### src/rtl/incr_stream_gen.sv
// Multi-channel incrementing-pattern stream source with seed/length, round-robin channel
// interleaving and valid/ready back-pressure. Optional macro: INCR_STREAM_GEN_ERR_INJ_EN.
module incr_stream_gen #(
  parameter int          WIDTH  = 32,
  parameter int          NUM_CH = 1,
  parameter logic [31:0] STRIDE = 32'h0,
  parameter int          CNT_W  = 16,
  localparam int         CH_W   = (NUM_CH > 1) ? $clog2(NUM_CH) : 1
) (
  input  logic             clk,
  input  logic             rst,
  input  logic             start,
  input  logic [WIDTH-1:0] seed,
  input  logic [CNT_W-1:0] len,
  output logic             busy,
  output logic             done,
  output logic             out_valid,
  input  logic             out_ready,
`ifdef INCR_STREAM_GEN_ERR_INJ_EN
  input  logic             inj_err,
`endif
  output logic [WIDTH-1:0] out_data,
  output logic [CH_W-1:0]  out_chan,
  output logic             out_last
);

  localparam logic [1:0] IDLE = 2'd0;
  localparam logic [1:0] RUN  = 2'd1;
  localparam logic [1:0] FIN  = 2'd2;

  localparam logic [WIDTH-1:0] STRIDE_W = WIDTH'(STRIDE);

  logic [1:0]       state_q, state_d;
  logic [CNT_W-1:0] len_q, len_d;
  logic [CNT_W-1:0] cnt_q, cnt_d;
  logic [CH_W-1:0]  ch_q, ch_d;
  logic [WIDTH-1:0] acc_q [NUM_CH];
  logic [WIDTH-1:0] acc_d [NUM_CH];

  logic run, last_beat, hs;

  assign run       = (state_q == RUN);
  assign last_beat = (cnt_q == len_q - CNT_W'(1));
  assign hs        = run & out_ready;

  always_comb begin
    // NOTE: every combinational output gets a default first so no path leaves it unassigned (no latch).
    state_d = state_q;
    len_d   = len_q;
    cnt_d   = cnt_q;
    ch_d    = ch_q;
    acc_d   = acc_q;
    case (state_q)
      IDLE: begin
        if (start) begin
          len_d = len;
          cnt_d = '0;
          ch_d  = '0;
          for (int c = 0; c < NUM_CH; c++) begin
            acc_d[c] = seed + WIDTH'(c) * STRIDE_W;
          end
          state_d = (len != '0) ? RUN : FIN;
        end
      end
      RUN: begin
        if (hs) begin
          acc_d[ch_q] = acc_q[ch_q] + WIDTH'(1);
          ch_d        = (ch_q == CH_W'(NUM_CH - 1)) ? '0 : ch_q + 1'b1;
          cnt_d       = cnt_q + CNT_W'(1);
          if (last_beat) state_d = FIN;
        end
      end
      FIN:     state_d = IDLE;
      default: state_d = IDLE;
    endcase
  end

  // NOTE: sequential state is written with non-blocking assignments only; combinational logic above uses blocking.
  always_ff @(posedge clk) begin
    if (rst) begin
      state_q <= IDLE;
      len_q   <= '0;
      cnt_q   <= '0;
      ch_q    <= '0;
    end else begin
      state_q <= state_d;
      len_q   <= len_d;
      cnt_q   <= cnt_d;
      ch_q    <= ch_d;
    end
  end

  // NOTE: the accumulator array is not reset; every start re-seeds it and out_data is gated outside RUN.
  always_ff @(posedge clk) begin
    acc_q <= acc_d;
  end

  assign busy      = (state_q != IDLE);
  assign done      = (state_q == FIN);
  assign out_valid = run;
  assign out_chan  = run ? ch_q : '0;
  assign out_last  = run & last_beat;

`ifdef INCR_STREAM_GEN_ERR_INJ_EN
  // Corruption is output-only; the accumulator keeps counting from the clean value.
  assign out_data  = run ? (acc_q[ch_q] ^ WIDTH'(inj_err)) : '0;
`else
  assign out_data  = run ? acc_q[ch_q] : '0;
`endif

endmodule

### config.mk
export PLATFORM = sky130hd
export DESIGN_NAME = incr_stream_gen
export DESIGN_NICKNAME = d
export VERILOG_FILES = /design/src/rtl/incr_stream_gen.sv
export SDC_FILE = /design/constraint.sdc
export NUM_CORES = 1
export LEC_CHECK = 0
export CORE_ASPECT_RATIO = 1.5
export CORE_MARGIN = 2
export CORE_UTILIZATION = 52
export CTS_BUF_LIST = sky130_fd_sc_hd__clkbuf_8
export CTS_CLUSTER_DIAMETER = 30
export DETAILED_ROUTE_END_ITERATION = 8
export PLACE_DENSITY = 0.82
export SETUP_SLACK_MARGIN = 0.05
export SLEW_MARGIN = 30
export SYNTH_ARGS = -nofsm -noshare
export SYNTH_HDL_FRONTEND = slang
export SYNTH_SLANG_ARGS = --single-unit
### constraint.sdc
create_clock -name clk -period 5.8 [get_ports clk]
set_input_delay 1.16 -clock clk [delete_from_list [all_inputs] [get_ports clk]]
set_output_delay 1.16 -clock clk [all_outputs]
set_load 0.05 [all_outputs]
==> impl_metrics.ini, run 1 <==
[outcome]
status = completed

[cts]
cts-resized-gates = 0
post-cts-setup-buffer-count = 0
cts_tree = built
cts_buffers = 9
htreeDepth = 3
cts_sinks = 66
cts_hold_buf = 0
ctsRootBufferMaster = clkbuf_8
path_clk_slew_ps = 60
clock_latency_ps = 360
cts_max_path_buffers = 2

[logic_synthesis]
postSynthCellCount = 480
synth-async-reset-ratio_pct = 0
syn_nets = 535
yosysWarningCount = 0
synth_area_leaders = edfxtp_1 24%, dfxtp_1 17%, xnor2_1 8.6%
ys_types = 42
synth_seq_cells = 66
synth_top_area_share_pct = 24.1
ys_seq_area_share_pct = 41.1
synth_top_cell_by_area = edfxtp_1
ys.flop_type = dfxtp_1
avgSynthCellArea_um2 = 8.32
synth-edff-count = 32
netlist_area_um2 = 3990

[sta]
worstMarginPinSlew_ps = 879
slew_violations = 0
setup_violations = 0
setup_tns_ps = 0
skew_ps = 12.1
post-route-min-period_ps = 4530
final-hold-violation-count = 0
rsz0062_at_grt = no
fmax_mhz = 221
slew_headroom_pct = 41.4
final.period_utilization_pct = 78.0

[floorplan]
initial_core_util_pct = 53.1
fp.dieH_um = 111
die_w_um = 75.5
rows = 39
die-area_um2 = 8410
ios = 89
core_area_um2 = 7510

[worst_setup_path]
crit_arrival_ps = 3370
criticalPathCategory = flip-flop to primary output
cp_max_fo = 10
startpoint_type = flip-flop
cp-end-kind = primary output
critical_path_required_ps = 4640

[power]
powerDensity_nw_per_um2 = 257
ir_worst_vdd_mv = 0.154
p_leak_nw = 1.82

[global_routing]
grtUsageTotal_pct = 24.6
first_global_vias = 3476
grt_pass1_wl_um = 15800
antenna_found_initial = 0
grt_max_degree = 66
overflow = 0

[routing]
ant_nets = 0
drtIter0Drc = 239
routedWlPerCell_um = 14.8
drc = 0
vias = 3564
wirelength_um = 9830
drt-vias-per-instance = 5.38
drt-pass1-iter-count = 4

[placement]
placement.io_buffers = 87
gp_congestion = 0.904
post-dp-hpwl_um = 7430
dp_cells = 647

[cells_and_area]
layout_common_cells = 87 x nand2_1, 87 x clkdlybuf4s50_1, 40 x nor2_1
antennaDiodeCount = 0
synthToLayoutAreaGrowth_pct = 27.8
nets = 611
drive_gt1_share_pct = 4.10
instances_no_fill = 663
nFillCells = 666

[run]
maxCapViolations = 0

[min_path]
min_path_type = flip-flop to flip-flop
-- metrics by stage --
step	area (µm²)	util (%)	hold WS, ps	power [W]	setup WS, ps
after global routing	5100	67.9	521	0.00138	998
after global placement	4910	65.4	472	0.000941	1680
after detailed placement	4910	65.4	482	0.000951	1640
after floorplan	3990	-	450	0.000829	2020
final	5100	67.9	494	0.00131	1270
after CTS	5100	67.9	495	0.00133	1250
-- power by group --
part	switching, W	internal, W	total, W	leakage [nW]
registers	0.0000479	0.000541	0.000589	0.592
logic	0.000207	0.000145	0.000352	1.12
clock network	0.000169	0.000203	0.000373	0.104
-- area by class of cell --
class / count / area (µm²) / area share [%]
multi-input cells: 380 / 2220 / 43.5
well taps: 102 / 128 / 2.50
flip-flops and latches: 66 / 1640 / 32.2
inverters: 9 / 33.8 / 0.662
clock buffers: 10 / 138 / 2.70
repair buffers: 90 / 893 / 17.5
clock inverters: 6 / 50.0 / 0.981
-- synth_stat cells (all sizes together) (9+ instances only) --
master / n
nand2: 87
nor2: 41
xnor2: 39
and2: 37
o21ai: 36
dfxtp: 34
edfxtp: 32
xor2: 24
a21oi: 22
clkbuf: 21
nand3: 21
and3: 9
inv: 9
nand4: 9
nor4: 9
-- kinds of logic (layout without fill, tap and decap cells) --
family / after synthesis / after routing / share of synthesized area, %
flops: 66 / 66 / 41.1
buf+inv: 34 / 115 / 3.48
compound gates: 74 / 74 / 10.4
simple gates: 237 / 237 / 29.6
other cells: 1 / 1 / 0.0939
xor+xnor: 63 / 63 / 13.8
fa+ha+maj: 3 / 3 / 0.940
mux: 2 / 2 / 0.501
-- path summary, 6_finish.rpt --
check           start   endpoint  slack (ps)  cells past startpoint
min          len_q[1]   len_q[1]         490                      2
min reg2reg  len_q[1]   len_q[1]         490                      2
max reg2reg  acc_q[2]  acc_q[27]        3360                      7
max          len_q[0]   out_last        1270                      9
-- layer usage --
metal,GRT usage (%),part of all wire (%)
met1,25.6,38
met2,43.3,54
met3,6.00,4.5
met4,13.0,4.2
met5,0,0
-- registers in the layout, summed over array words and instances (netlist names) --
register	cells
acc_q	32
cnt_q	16
len_q	16
state_q	2
-- critical path, stage by stage, from the launching register on --
cell and delay (ps):
dfxtp_1 350, inv_1 70, ha_1 350, nor4bb_1 330
a31oi_1 60, o41ai_1 380, nand3_1 150, nor4_2 340
and2_1 170, clkdlybuf4s50_1 830
No activity file was read; power rests on OpenSTA's default activity.
==> run 2: changes to the inputs <==
==> constraint.sdc (replaced) <==
create_clock -name clk -period 4.3 [get_ports clk]
set_input_delay 0.86 -clock clk [delete_from_list [all_inputs] [get_ports clk]]
set_output_delay 0.86 -clock clk [all_outputs]
set_load 0.05 [all_outputs]
==> run 2 against run 1 <==
Compared with the run above: total power increased by 35%; critical path depth unchanged; count of clock-buffer cells in the layout is 1 lower; critical path type unchanged; critical endpoint unchanged.
==> impl_metrics.ini, run 2 (synthesis results as in run 1) <==
[outcome]
status = completed

[routing]
drc = 0
ant_nets = 0
drt-pass1-iter-count = 4
drt-vias-per-instance = 5.35
routedWlPerCell_um = 14.6
wirelength_um = 9680
drtIter0Drc = 173
vias = 3553

[worst_setup_path]
timing.rr.end = acc_q[27]
cp_max_fo = 10
worstPathCellList = inv_1 -> ha_1 -> nor4bb_1 -> a31oi_1 -> o41ai_1 -> nand3_1 -> nor4_2 -> and2_1 -> clkdlybuf4s15_1
cp-end-kind = primary output
r2r_slack_ps = 1820
cpPeakStageDelay_ps = 520
crit_buf_inv = 2
r2r_start = acc_q[3]
critical_path_required_ps = 3440
crit_arrival_ps = 3160
startpoint_type = flip-flop
criticalPathCategory = flip-flop to primary output
path_delay_family = simple AND/OR/NAND/NOR gates
cp_slowest_cell = clkdlybuf4s15_1
r2r_cells = 7

[min_path]
hold_start = len_q[6]
min_path_type = flip-flop to flip-flop
min_delay_path_depth = 2
whs_endpoint = len_q[6]

[cells_and_area]
drive_gt1_share_pct = 4.80
final_common_cell = nand2_1
synthToLayoutAreaGrowth_pct = 27.9
nets = 612
top_register = acc_q
antennaDiodeCount = 0
largestRegisters = acc_q (32), cnt_q (16), len_q (16)
largest_reg_flops = 32
instances_no_fill = 664
utilization_pct = 67.9
nFillCells = 654
layout_common_cells = 87 x nand2_1, 86 x clkdlybuf4s50_1, 40 x nor2_1

[placement]
dp_cells = 648
place_ws_ps = 368
gp_congestion = 0.880
post-dp-hpwl_um = 7290
placement.io_buffers = 87

[sta]
slew_violations = 0
slew_headroom_pct = 42.8
setup_tns_ps = 0
fmax_mhz = 249
final-hold-violation-count = 0
final.period_utilization_pct = 93.4
rsz0062_at_grt = no
post-route-min-period_ps = 4020
setup_violations = 0
setup_slack_ps = 282
hold_slack_ps = 482
worstMarginPinSlew_ps = 858
skew_ps = 6.74

[global_routing]
grt_pass1_wl_um = 15400
first_global_vias = 3405
grt_max_degree = 66
overflow = 0
antenna_found_initial = 0
grtUsageTotal_pct = 24.0

[power]
power.share.switching_pct = 32.9
ir_worst_vdd_mv = 0.216
p_leak_nw = 1.82
switchingPower_w = 0.000584
comb_power_share_pct = 26.9
p_seq_share_pct = 44.7
powerDensity_nw_per_um2 = 347
clock_power_share_pct = 28.4
p_int_w = 0.00119

[floorplan]
fp.dieH_um = 111
core_area_um2 = 7510
rows = 39
initial_core_util_pct = 53.1
die_w_um = 75.5
die-area_um2 = 8410
ios = 89

[cts]
cts_hold_buf = 0
cts_tree = built
ctsRootBufferMaster = clkbuf_8
htreeDepth = 3
cts_max_path_buffers = 2
cts-resized-gates = 1
clock_latency_ps = 350
post-cts-setup-buffer-count = 0
path_clk_slew_ps = 60
cts_buffers = 9
cts_sinks = 66

[run]
maxCapViolations = 0
==> run 2: area by class of cell <==
| type | instances | area, µm² | area share, % |
|---|---|---|---|
| Clock buffer | 9 | 124 | 2.43 |
| Clock inverter | 7 | 61.3 | 1.20 |
| Inverter | 9 | 33.8 | 0.662 |
| Multi-Input combinational cell | 380 | 2220 | 43.4 |
| Sequential cell | 66 | 1640 | 32.1 |
| Tap cell | 102 | 128 | 2.50 |
| Timing Repair Buffer | 91 | 901 | 17.6 |
==> run 2: worst min-delay path, stage by stage, from the launching register on <==
cell and delay (ps):
dfxtp_1 330, nand2_1 60, a21oi_1 50
==> run 2: layer usage <==
layer | GRT usage, % | up-vias | share of wire, %
met5 | 0 | - | 0
met2 | 42.9 | 102 | 54
met3 | 5.55 | 21 | 4.6
met1 | 25.6 | 1640 | 38
li1 | - | 1790 | -
met4 | 10.6 | 0 | 2.9
==> run 2: worst max-delay path by stage <==
stage	depth (start not counted)	end	from
finish	9	out_last	len_q[0]
global route	9	out_last	len_q[0]
CTS	9	out_last	len_q[0]
detailed placement	9	out_last	len_q[0]
global placement	9	out_last	len_q[0]
floorplan	6	cnt_q[13]	out_ready
==> run 2: power by group through the flow <==
stage                     combinational, W  clock (W)  sequential, W
final                             0.000477   0.000503       0.000793
after global routing              0.000517   0.000534       0.000801
after CTS                         0.000479   0.000513       0.000792
after detailed placement          0.000476          0       0.000805
after global placement            0.000471          0       0.000802
after floorplan                   0.000331          0       0.000787
==> run 2: metrics by stage <==
step | total power, W | area, µm²
floorplan | 0.00112 | 3990
global placement | 0.00127 | 4920
detailed placement | 0.00128 | 4920
CTS | 0.00178 | 5100
global route | 0.00185 | 5110
finish | 0.00177 | 5110
==> run 3: changes to the inputs <==
--- a/config.mk
+++ b/config.mk
@@ -5,6 +5,8 @@
 export SDC_FILE = /design/constraint.sdc
 export NUM_CORES = 1
 export LEC_CHECK = 0
+export ABC_CLOCK_PERIOD_IN_PS = 4300
+export CAP_MARGIN = 15
 export CORE_ASPECT_RATIO = 1.5
 export CORE_MARGIN = 2
 export CORE_UTILIZATION = 52
==> results of run 3 <==
The final DEF is identical to that of run 2; final timing and power are the same.
